<file path="config.mk">
export PLATFORM = sky130hd
export DESIGN_NAME = stopwatch_ctrl
export DESIGN_NICKNAME = d
export VERILOG_FILES = /design/src/rtl/stopwatch_pkg.sv /design/src/rtl/btn_debounce.sv /design/src/rtl/stopwatch_ctrl.sv
export SDC_FILE = /design/constraint.sdc
export NUM_CORES = 1
export LEC_CHECK = 0
export CORE_UTILIZATION = 55
export CTS_CLUSTER_SIZE = 8
export DETAILED_ROUTE_END_ITERATION = 8
export DONT_BUFFER_PORTS = 1
export PLACE_DENSITY = 0.7
export REMOVE_ABC_BUFFERS = 1
export SKIP_LAST_GASP = 1
export SYNTH_ARGS = -nofsm -noshare
export SYNTH_HDL_FRONTEND = slang
export SYNTH_SLANG_ARGS = --single-unit
</file>
<file path="constraint.sdc">
create_clock -name clk -period 2.55 [get_ports clk]
set_clock_uncertainty 0.05 [all_clocks]
set_input_delay 0.51 -clock clk [delete_from_list [all_inputs] [get_ports clk]]
set_output_delay 0.51 -clock clk [all_outputs]
set_load 0.02 [all_outputs]
</file>
<file path="src/rtl/stopwatch_pkg.sv">
// Shared types and constants for the stopwatch control slice.
//   state_e     : FSM state encoding driven onto stopwatch_ctrl.state
//   STATE_W     : width of the state encoding
//   SYNC_STAGES : depth of the button synchronisers
package stopwatch_pkg;

  localparam int unsigned STATE_W     = 2;
  localparam int unsigned SYNC_STAGES = 2;

  typedef enum logic [STATE_W-1:0] {
    StIdle  = 2'd0,
    StRun   = 2'd1,
    StPause = 2'd2
  } state_e;

endpackage

</file>
<file path="src/rtl/btn_debounce.sv">
// Synchroniser, debouncer and press-pulse generator for one raw push button.
//   clk     : system clock
//   rst     : synchronous active-high reset
//   btn_raw : asynchronous raw button input
//   level   : debounced level, normalised so pressed = 1
//   press   : one-cycle pulse on the debounced 0 -> 1 transition
module btn_debounce
  import stopwatch_pkg::*;
#(
  parameter int unsigned DEBOUNCE_CYCLES = 1000000,
  parameter bit          BTN_ACTIVE_LOW  = 1'b1
) (
  input  logic clk,
  input  logic rst,
  input  logic btn_raw,
  output logic level,
  output logic press
);

  // One extra bit so the counter cannot wrap before the threshold.
  localparam int unsigned      CNT_W        = $clog2(DEBOUNCE_CYCLES) + 1;
  localparam logic [CNT_W-1:0] CNT_MAX      = CNT_W'(DEBOUNCE_CYCLES - 1);
  localparam logic             RELEASED_RAW = BTN_ACTIVE_LOW;

  logic [SYNC_STAGES-1:0] sync_q;
  logic                   pressed_sync;
  logic [CNT_W-1:0]       cnt_q, cnt_d;
  logic                   level_q, level_d;
  logic                   press_q, press_d;

  // XOR with the released raw value maps pressed to 1 for either polarity.
  assign pressed_sync = sync_q[SYNC_STAGES-1] ^ RELEASED_RAW;

  always_comb begin
    cnt_d   = '0;
    level_d = level_q;
    if (pressed_sync != level_q) begin
      if (cnt_q == CNT_MAX) begin
        level_d = pressed_sync;
      end else begin
        cnt_d = cnt_q + 1'b1;
      end
    end
    press_d = level_d & ~level_q;
  end

  always_ff @(posedge clk) begin
    if (rst) begin
      sync_q  <= {SYNC_STAGES{RELEASED_RAW}};
      cnt_q   <= '0;
      level_q <= 1'b0;
      press_q <= 1'b0;
    end else begin
      sync_q  <= {sync_q[SYNC_STAGES-2:0], btn_raw};
      cnt_q   <= cnt_d;
      level_q <= level_d;
      press_q <= press_d;
    end
  end

  assign level = level_q;
  assign press = press_q;

endmodule

</file>
<file path="src/rtl/stopwatch_ctrl.sv">
// Run/pause/idle control for the two-digit seconds display counter.
// Debounces the raw start and clear buttons and drives the counter's run
// enable and one-cycle clear.
//   clk       : system clock
//   rst       : synchronous active-high reset
//   btn_start : raw run/pause button (asynchronous)
//   btn_clear : raw clear button (asynchronous)
//   start     : registered run enable, high only in RUN
//   clr       : registered one-cycle clear pulse
//   state     : current FSM state (IDLE=0, RUN=1, PAUSE=2)
// Build option: define STOPWATCH_LONG_PRESS_CLEAR_EN to make holding the start
// button for LONG_PRESS_CYCLES also clear the stopwatch.
module stopwatch_ctrl
  import stopwatch_pkg::*;
#(
  parameter int unsigned DEBOUNCE_CYCLES   = 1000000,
  parameter bit          BTN_ACTIVE_LOW    = 1'b1,
  parameter int unsigned LONG_PRESS_CYCLES = 100000000
) (
  input  logic               clk,
  input  logic               rst,
  input  logic               btn_start,
  input  logic               btn_clear,
  output logic               start,
  output logic               clr,
  output logic [STATE_W-1:0] state
);

  logic   start_level, start_press;
  logic   clear_level_unused, clear_press;
  logic   clear_evt;
  state_e state_q, state_d;
  logic   start_q, start_d;
  logic   clr_q, clr_d;

  btn_debounce #(
    .DEBOUNCE_CYCLES(DEBOUNCE_CYCLES),
    .BTN_ACTIVE_LOW (BTN_ACTIVE_LOW)
  ) u_start_btn (
    .clk    (clk),
    .rst    (rst),
    .btn_raw(btn_start),
    .level  (start_level),
    .press  (start_press)
  );

  btn_debounce #(
    .DEBOUNCE_CYCLES(DEBOUNCE_CYCLES),
    .BTN_ACTIVE_LOW (BTN_ACTIVE_LOW)
  ) u_clear_btn (
    .clk    (clk),
    .rst    (rst),
    .btn_raw(btn_clear),
    .level  (clear_level_unused),
    .press  (clear_press)
  );

`ifdef STOPWATCH_LONG_PRESS_CLEAR_EN
  localparam int unsigned       HOLD_W   = $clog2(LONG_PRESS_CYCLES) + 1;
  localparam logic [HOLD_W-1:0] HOLD_MAX = HOLD_W'(LONG_PRESS_CYCLES - 1);

  logic [HOLD_W-1:0] hold_q, hold_d;
  logic              long_clear;

  // Saturating at HOLD_MAX means the clear fires only on the way in,
  // i.e. once per hold.
  always_comb begin
    hold_d     = '0;
    long_clear = 1'b0;
    if (start_level) begin
      if (hold_q == HOLD_MAX) begin
        hold_d = hold_q;
      end else begin
        hold_d     = hold_q + 1'b1;
        long_clear = (hold_d == HOLD_MAX);
      end
    end
  end

  always_ff @(posedge clk) begin
    if (rst) begin
      hold_q <= '0;
    end else begin
      hold_q <= hold_d;
    end
  end

  assign clear_evt = clear_press | long_clear;
`else
  localparam int unsigned long_press_unused = LONG_PRESS_CYCLES;
  logic start_level_unused;

  assign start_level_unused = start_level;
  assign clear_evt          = clear_press;
`endif

  // Clear takes priority over any start press in the same cycle.
  always_comb begin
    state_d = state_q;
    clr_d   = 1'b0;
    if (clear_evt) begin
      state_d = StIdle;
      clr_d   = 1'b1;
    end else begin
      case (state_q)
        StIdle:  if (start_press) state_d = StRun;
        StRun:   if (start_press) state_d = StPause;
        StPause: if (start_press) state_d = StRun;
        default: state_d = StIdle;
      endcase
    end
    start_d = (state_d == StRun);
  end

  always_ff @(posedge clk) begin
    if (rst) begin
      state_q <= StIdle;
      start_q <= 1'b0;
      clr_q   <= 1'b0;
    end else begin
      state_q <= state_d;
      start_q <= start_d;
      clr_q   <= clr_d;
    end
  end

  assign state = state_q;
  assign start = start_q;
  assign clr   = clr_q;

endmodule

</file>
==> flow_summary_export.csv, run 1 <==
group,metric,value,unit
sta,hold_violations,0,
detailed_routing,drc,0,
placement,place.detailed.hpwl,2.71,mm
synth,ys.flop_type,"dfxtp_1",
cts,clockBufferDepth,2,
layout,mostFrequentLayoutCell,"dfxtp_1",
sta,worst_slack,0.377,ns
synth,synthCells,262,
worst_setup_path,crit_top_cell,"or4_1",
sta,fmax,460,MHz
placement,pre_cts_ws,0.395,ns
power_and_ir_drop,vdd_drop_max,326,uV
min_path,hp-class,"input pin to register",
worst_setup_path,crit_type,"register to register",
layout,num_antenna_cells,0,
sta,tightest_slew,0.389,ns
synth,synth-edff-count,0,
worst_setup_path,cp_cell_sequence,"ha_1 -> nand3_1 -> or4_1 -> or4_1 -> a21oi_1",
power_and_ir_drop,pwr-share-comb,0.9,%
global_route,grt_max_degree,20,
power_and_ir_drop,power.total,1.43,mW
global_route,antenna_found_initial,0,
power_and_ir_drop,swShare,19.9,%
min_path,hold_start,"rst",
synth,async_reset_ff_share,0,%
cts,postCtsHoldBufs,0,
worst_setup_path,crit_fanout,8,
worst_setup_path,cp_slowest_cell,"or4_1",
layout,area_growth,7.08,%
floorplanning,die_w,66.6,um
cts,cts_setup_buffers,0,
cts,insertion_delay,0.31,ns
sta,fin_crit,2.17,ns
power_and_ir_drop,power.switching,284,uW
cts,clock_sinks,54,
layout,final_nets,269,
cts,cts_made_buffers,5,
detailed_routing,wl,3.92,mm
floorplanning,start_util,57.5,%
synth,ys_ff_latch,54,
synth,ys_warn_count,0,
cts,tritoncts,"built",
cts,clk_pin_slew_worst_paths,0.10,ns
detailed_routing,ant_nets,0,
sta,relSlewSlack,73.8,%
status,outcome,"finished, final reports clean",
worst_setup_path,required,2.74,ns
worst_setup_path,cp.arrival,2.37,ns
power_and_ir_drop,internal_power,1.14,mW
run,cap_violations,0,
global_route,grt_pass1_vias,1513,
synth,ys_types,33,
floorplanning,die_h,66.6,um
detailed_routing,vias,1772,
power_and_ir_drop,pwr-share-clk,39.7,%
sta,hold_ws,0.209,ns
worst_setup_path,cpPeakStageDelay,0.70,ns
worst_setup_path,end_kind,"register",
synth,avgSynthCellArea,8.77,um^2
placement,place.gp.congestion,0.805,
global_route,grt_overflow,0,
detailed_routing,wl_per_cell,12.5,um
layout,post-route-util,61.5,%
worst_setup_path,worstReg2RegEnd,"u_clear_btn.cnt_q[20]",
sta,rsz0062_at_grt,"no",
cts,ctsHtreeMaxLevel,2,
layout,final_layout_size_suffix_gt1_share,8.33,%
power_and_ir_drop,p_seq_share,59.4,%
detailed_routing,drt_iter0_drc,79,
layout,most-common-layout-cells,"dfxtp_1, nor2_1, a21oi_1, xor2_1",
worst_setup_path,r2r_cells,5,
min_path,hold_path_depth,1,
floorplanning,die_area,4440,um^2
cts,root_buffer,"clkbuf_8",
global_route,grtUsageTotal,20.0,%
power_and_ir_drop,powerDensity,580,nW/um^2
global_route,grt_pass1_wl,6.67,mm
worst_setup_path,ff2ff_setup_slack,0.38,ns
sta,tns,0,ns
detailed_routing,via_per_inst,5.64,
floorplanning,ios,8,
sta,drv_slew,0,
placement,io_buffers,0,
detailed_routing,dr.pass1.iters,4,
worst_setup_path,critPathLaunchType,"register",
floorplanning,rows,23,
cts,cts_resized,0,
power_and_ir_drop,p_leak,0.710,nW
sta,setup_viol,0,
min_path,min_to,"u_clear_btn.level",
sta,period_share,85.2,%
synth,synth_area,2300,um^2
floorplanning,core_area,4000,um^2
synth,ys_seq_area_share,47.0,%
worst_setup_path,r2r-start,"u_clear_btn.cnt_q[0]",
==> kinds of logic (layout without fill, tap and decap cells) <==
kind of cell,after synthesis,count (layout),synth area share (%)
AO/OA/AOI/OAI,37,37,9.20
XOR/XNOR,25,25,9.53
adder cells (fa/ha/maj),2,2,1.09
buffers and inverters,17,19,2.89
flip-flops,54,54,47.0
AND/OR/NAND/NOR,127,127,30.3
==> per-stage QoR <==
step                      cell area (um^2)  std cells
after floorplan                       2260        253
after global placement                2350        306
after detailed placement              2350        306
after CTS                             2460        314
after global routing                  2460        314
final                                 2460        314
==> state kept, by name (all words and copies together) (netlist names) <==
register and flops:
u_clear_btn.cnt_q 21, u_start_btn.cnt_q 21, state 2, u_clear_btn.sync_q 2, u_start_btn.sync_q 2, clr 1, start 1, u_clear_btn.level 1
u_clear_btn.press 1, u_start_btn.level 1, u_start_btn.press 1
==> power groups by stage <==
stage	Combinational [mW]	Sequential, mW	Clock, mW
2_1_floorplan	0.00894	0.868	0
3_3_place_gp	0.0131	0.868	0
3_5_place_dp	0.0131	0.868	0
4_1_cts	0.0132	0.849	0.592
5_1_grt	0.0146	0.850	0.622
6_report	0.0129	0.849	0.567
==> routing by layer <==
layer	part of all wire, %	GRT usage (%)	routed length (um)
met1	54	28.2	2100
met2	41	27.9	1620
met3	3.0	4.62	116
met4	2.1	10.4	81
met5	0	0	0
==> synthesized netlist by cell type, drive strengths merged (2+ instances only) <==
cell type,instances,area (um^2)
or2,6,37.5
buf,2,10.0
xor2,14,123
nor3,9,45.0
nand4,14,93.8
dfxtp,54,1080
or3,12,77.6
and3,3,18.8
clkbuf,7,26.3
nand3,12,60.1
nor2,33,124
ha,2,25.0
or4,10,76.3
nand2,13,48.8
and4,2,17.5
xnor2,11,96.3
o31ai,7,52.6
nor4,5,31.3
inv,8,30.0
a21oi,18,90.1
o21ai,10,50.1
and2,2,12.5
==> worst max-delay path: cells and delay by family, from the launching register on <==
kind | cells | cell delay (ns)
DFF | 1 | 0.38
adders and majority gates | 1 | 0.19
AOI/OAI and AO/OA | 1 | 0.14
and+or+nand+nor | 3 | 1.35
==> cell type report <==
class	instances	area [um^2]
clock buffers	5	68.8
clock inverters	3	45.0
fillers	349	1540
inverters	8	30.0
multi-input cells	191	1150
flip-flops and latches	54	1080
well taps	50	62.6
repair buffers	3	22.5
==> worst max path at each step <==
stage          slack [ns]                  from                    end  cells after the start
2_1_floorplan        0.27  u_start_btn.cnt_q[9]  u_start_btn.cnt_q[10]                      4
3_3_place_gp         0.46  u_clear_btn.cnt_q[0]  u_clear_btn.cnt_q[20]                      5
3_5_place_dp         0.40  u_clear_btn.cnt_q[0]  u_clear_btn.cnt_q[20]                      5
4_1_cts              0.38  u_clear_btn.cnt_q[0]  u_clear_btn.cnt_q[20]                      5
5_1_grt              0.21  u_clear_btn.cnt_q[0]  u_clear_btn.cnt_q[20]                      5
6_report             0.38  u_clear_btn.cnt_q[0]  u_clear_btn.cnt_q[20]                      5
Power figures use the tool's default switching activity.
==> run 2: changes to the inputs <==
Settings changed: SLEW_MARGIN from default to 15.
==> results of run 2 <==
Final layout, timing and power as in run 1 (identical DEF).
==> run 3: changes to the inputs <==
Settings changed: ABC_CLOCK_PERIOD_IN_PS from default to 2550, PLACE_DENSITY 0.7 to 0.68.
==> run 3 against run 2 <==
Compared with the run above: count of clock-buffer cells in the layout unchanged; critical path depth is the same; global-route usage shrank 0.91 points; sequential share of layout area up 0.47 points; sequential cell count unchanged; critical endpoint unchanged; die area did not move; routed wire length fell by 1.7%; total power shrank 5.6%; via count fell by 0.34%; worst hold slack got worse by 0.0068 ns.
==> flow_summary_export.csv, run 3 (synthesis results as in run 1) <==
group,metric,value,unit
worst_setup_path,cp.arrival,2.33,ns
min_path,hp-class,"input pin to register",
global_route,grt_pass1_vias,1513,
worst_setup_path,crit_fanout,8,
cts,clock_sinks,54,
detailed_routing,ant_nets,0,
layout,area_growth,5.93,%
sta,fin_crit,2.14,ns
detailed_routing,drt_iter0_drc,75,
placement,place.gp.congestion,0.814,
floorplanning,die_area,4440,um^2
layout,nFillCells,378,
cts,cts_setup_buffers,0,
layout,final_layout_size_suffix_gt1_share,7.98,%
global_route,grt_overflow,0,
sta,setup_viol,0,
detailed_routing,drc,0,
floorplanning,die_w,66.6,um
detailed_routing,wl_per_cell,12.3,um
cts,cts_made_buffers,5,
cts,root_buffer,"clkbuf_8",
layout,num_antenna_cells,0,
cts,insertion_delay,0.31,ns
layout,fin_area,2430,um^2
detailed_routing,vias,1766,
status,outcome,"finished, final reports clean",
worst_setup_path,crit_type,"register to register",
placement,io_buffers,0,
sta,hold_violations,0,
detailed_routing,dr.pass1.iters,4,
sta,drv_slew,0,
worst_setup_path,critPathLaunchType,"register",
sta,tightest_slew,0.378,ns
min_path,hold_start,"rst",
layout,most-common-layout-cells,"dfxtp_1, nor2_1, a21oi_1, xor2_1",
detailed_routing,via_per_inst,5.64,
layout,final_nets,268,
cts,clk_pin_slew_worst_paths,0.10,ns
sta,tns,0,ns
cts,cts_resized,0,
detailed_routing,wl,3.86,mm
sta,relSlewSlack,74.5,%
floorplanning,start_util,57.5,%
placement,dp.cells,305,
cts,ctsHtreeMaxLevel,2,
floorplanning,core_area,4000,um^2
global_route,grtUsageTotal,19.1,%
cts,postCtsHoldBufs,0,
floorplanning,die_h,66.6,um
worst_setup_path,end_kind,"register",
floorplanning,rows,23,
sta,fmax,468,MHz
power_and_ir_drop,powerDensity,554,nW/um^2
power_and_ir_drop,vdd_drop_max,373,uV
placement,postPlaceCellArea,2340,um^2
worst_setup_path,required,2.75,ns
layout,mostFrequentLayoutCell,"dfxtp_1",
global_route,grt_max_degree,22,
layout,instances_no_fill,313,
layout,multi_input_area,1150,um^2
global_route,grt_pass1_wl,6.51,mm
layout,reg_top3,"u_clear_btn.cnt_q (21), u_start_btn.cnt_q (21)",
worst_setup_path,setup.worst_path.start,"u_clear_btn.cnt_q[0]",
sta,period_share,83.8,%
global_route,antenna_found_initial,0,
layout,seq_area,1080,um^2
floorplanning,ios,8,
placement,place.detailed.hpwl,2.72,mm
worst_setup_path,r2r-start,"u_clear_btn.cnt_q[0]",
sta,rsz0062_at_grt,"no",
power_and_ir_drop,p_leak,0.705,nW
cts,tritoncts,"built",
run,cap_violations,0,
cts,clockBufferDepth,2,
-- run 3: cell count changes in the layout (fill, tap and decap cells not counted) --
cell        delta
clkinv_4       +1
buf_4          -1
inv_6          +2
clkinvlp_4     -2
bufinv_16      -1
-- run 3: cell type report --
class,count,share of cell area [%]
tap,50,2.57
inverter,8,1.23
sequential,54,44.4
multi-input combinational,191,47.3
clock buffer,5,2.83
clock inverter,3,1.08
timing repair buffer,2,0.617
-- run 3: stage by stage --
stage	util, %	setup slack (ns)	hold slack [ns]	total power, mW
2_1_floorplan	-	0.274	0.339	0.877
3_3_place_gp	58.5	0.475	0.347	0.881
3_5_place_dp	58.5	0.418	0.350	0.881
4_1_cts	60.9	0.392	0.190	1.37
5_1_grt	60.9	0.245	0.182	1.41
6_report	60.9	0.412	0.203	1.35
-- run 3: path summary, 6_finish.rpt --
check	slack (ns)	to	depth (start not counted)
max	0.41	u_clear_btn.cnt_q[20]	5
min	0.20	u_clear_btn.level	1
max reg2reg	0.41	u_clear_btn.cnt_q[20]	5
min reg2reg	0.37	u_clear_btn.sync_q[1]	1
-- run 3: critical path, cell delays in order, from the launching register on --
cell	delay, ns
dfxtp_1	0.37
ha_1	0.19
nand3_1	0.21
or4_1	0.69
or4_1	0.43
a21oi_1	0.14
-- run 3: layer usage --
| layer | vias up | GRT usage (%) | part of all wire (%) |
|---|---|---|---|
| met3 | 5 | 4.62 | 3.3 |
| met2 | 28 | 28.4 | 42 |
| met1 | 804 | 26.9 | 53 |
| li1 | 929 | - | - |
| met4 | 0 | 5.59 | 1.1 |
| met5 | - | 0 | 0 |
-- run 3: where the power goes --
part,internal (mW),switching [mW],leakage [nW]
combinational,0.00526,0.00727,0.220
sequential,0.847,0.00200,0.436
clock,0.202,0.284,0.0491
total,1.05,0.294,0.705
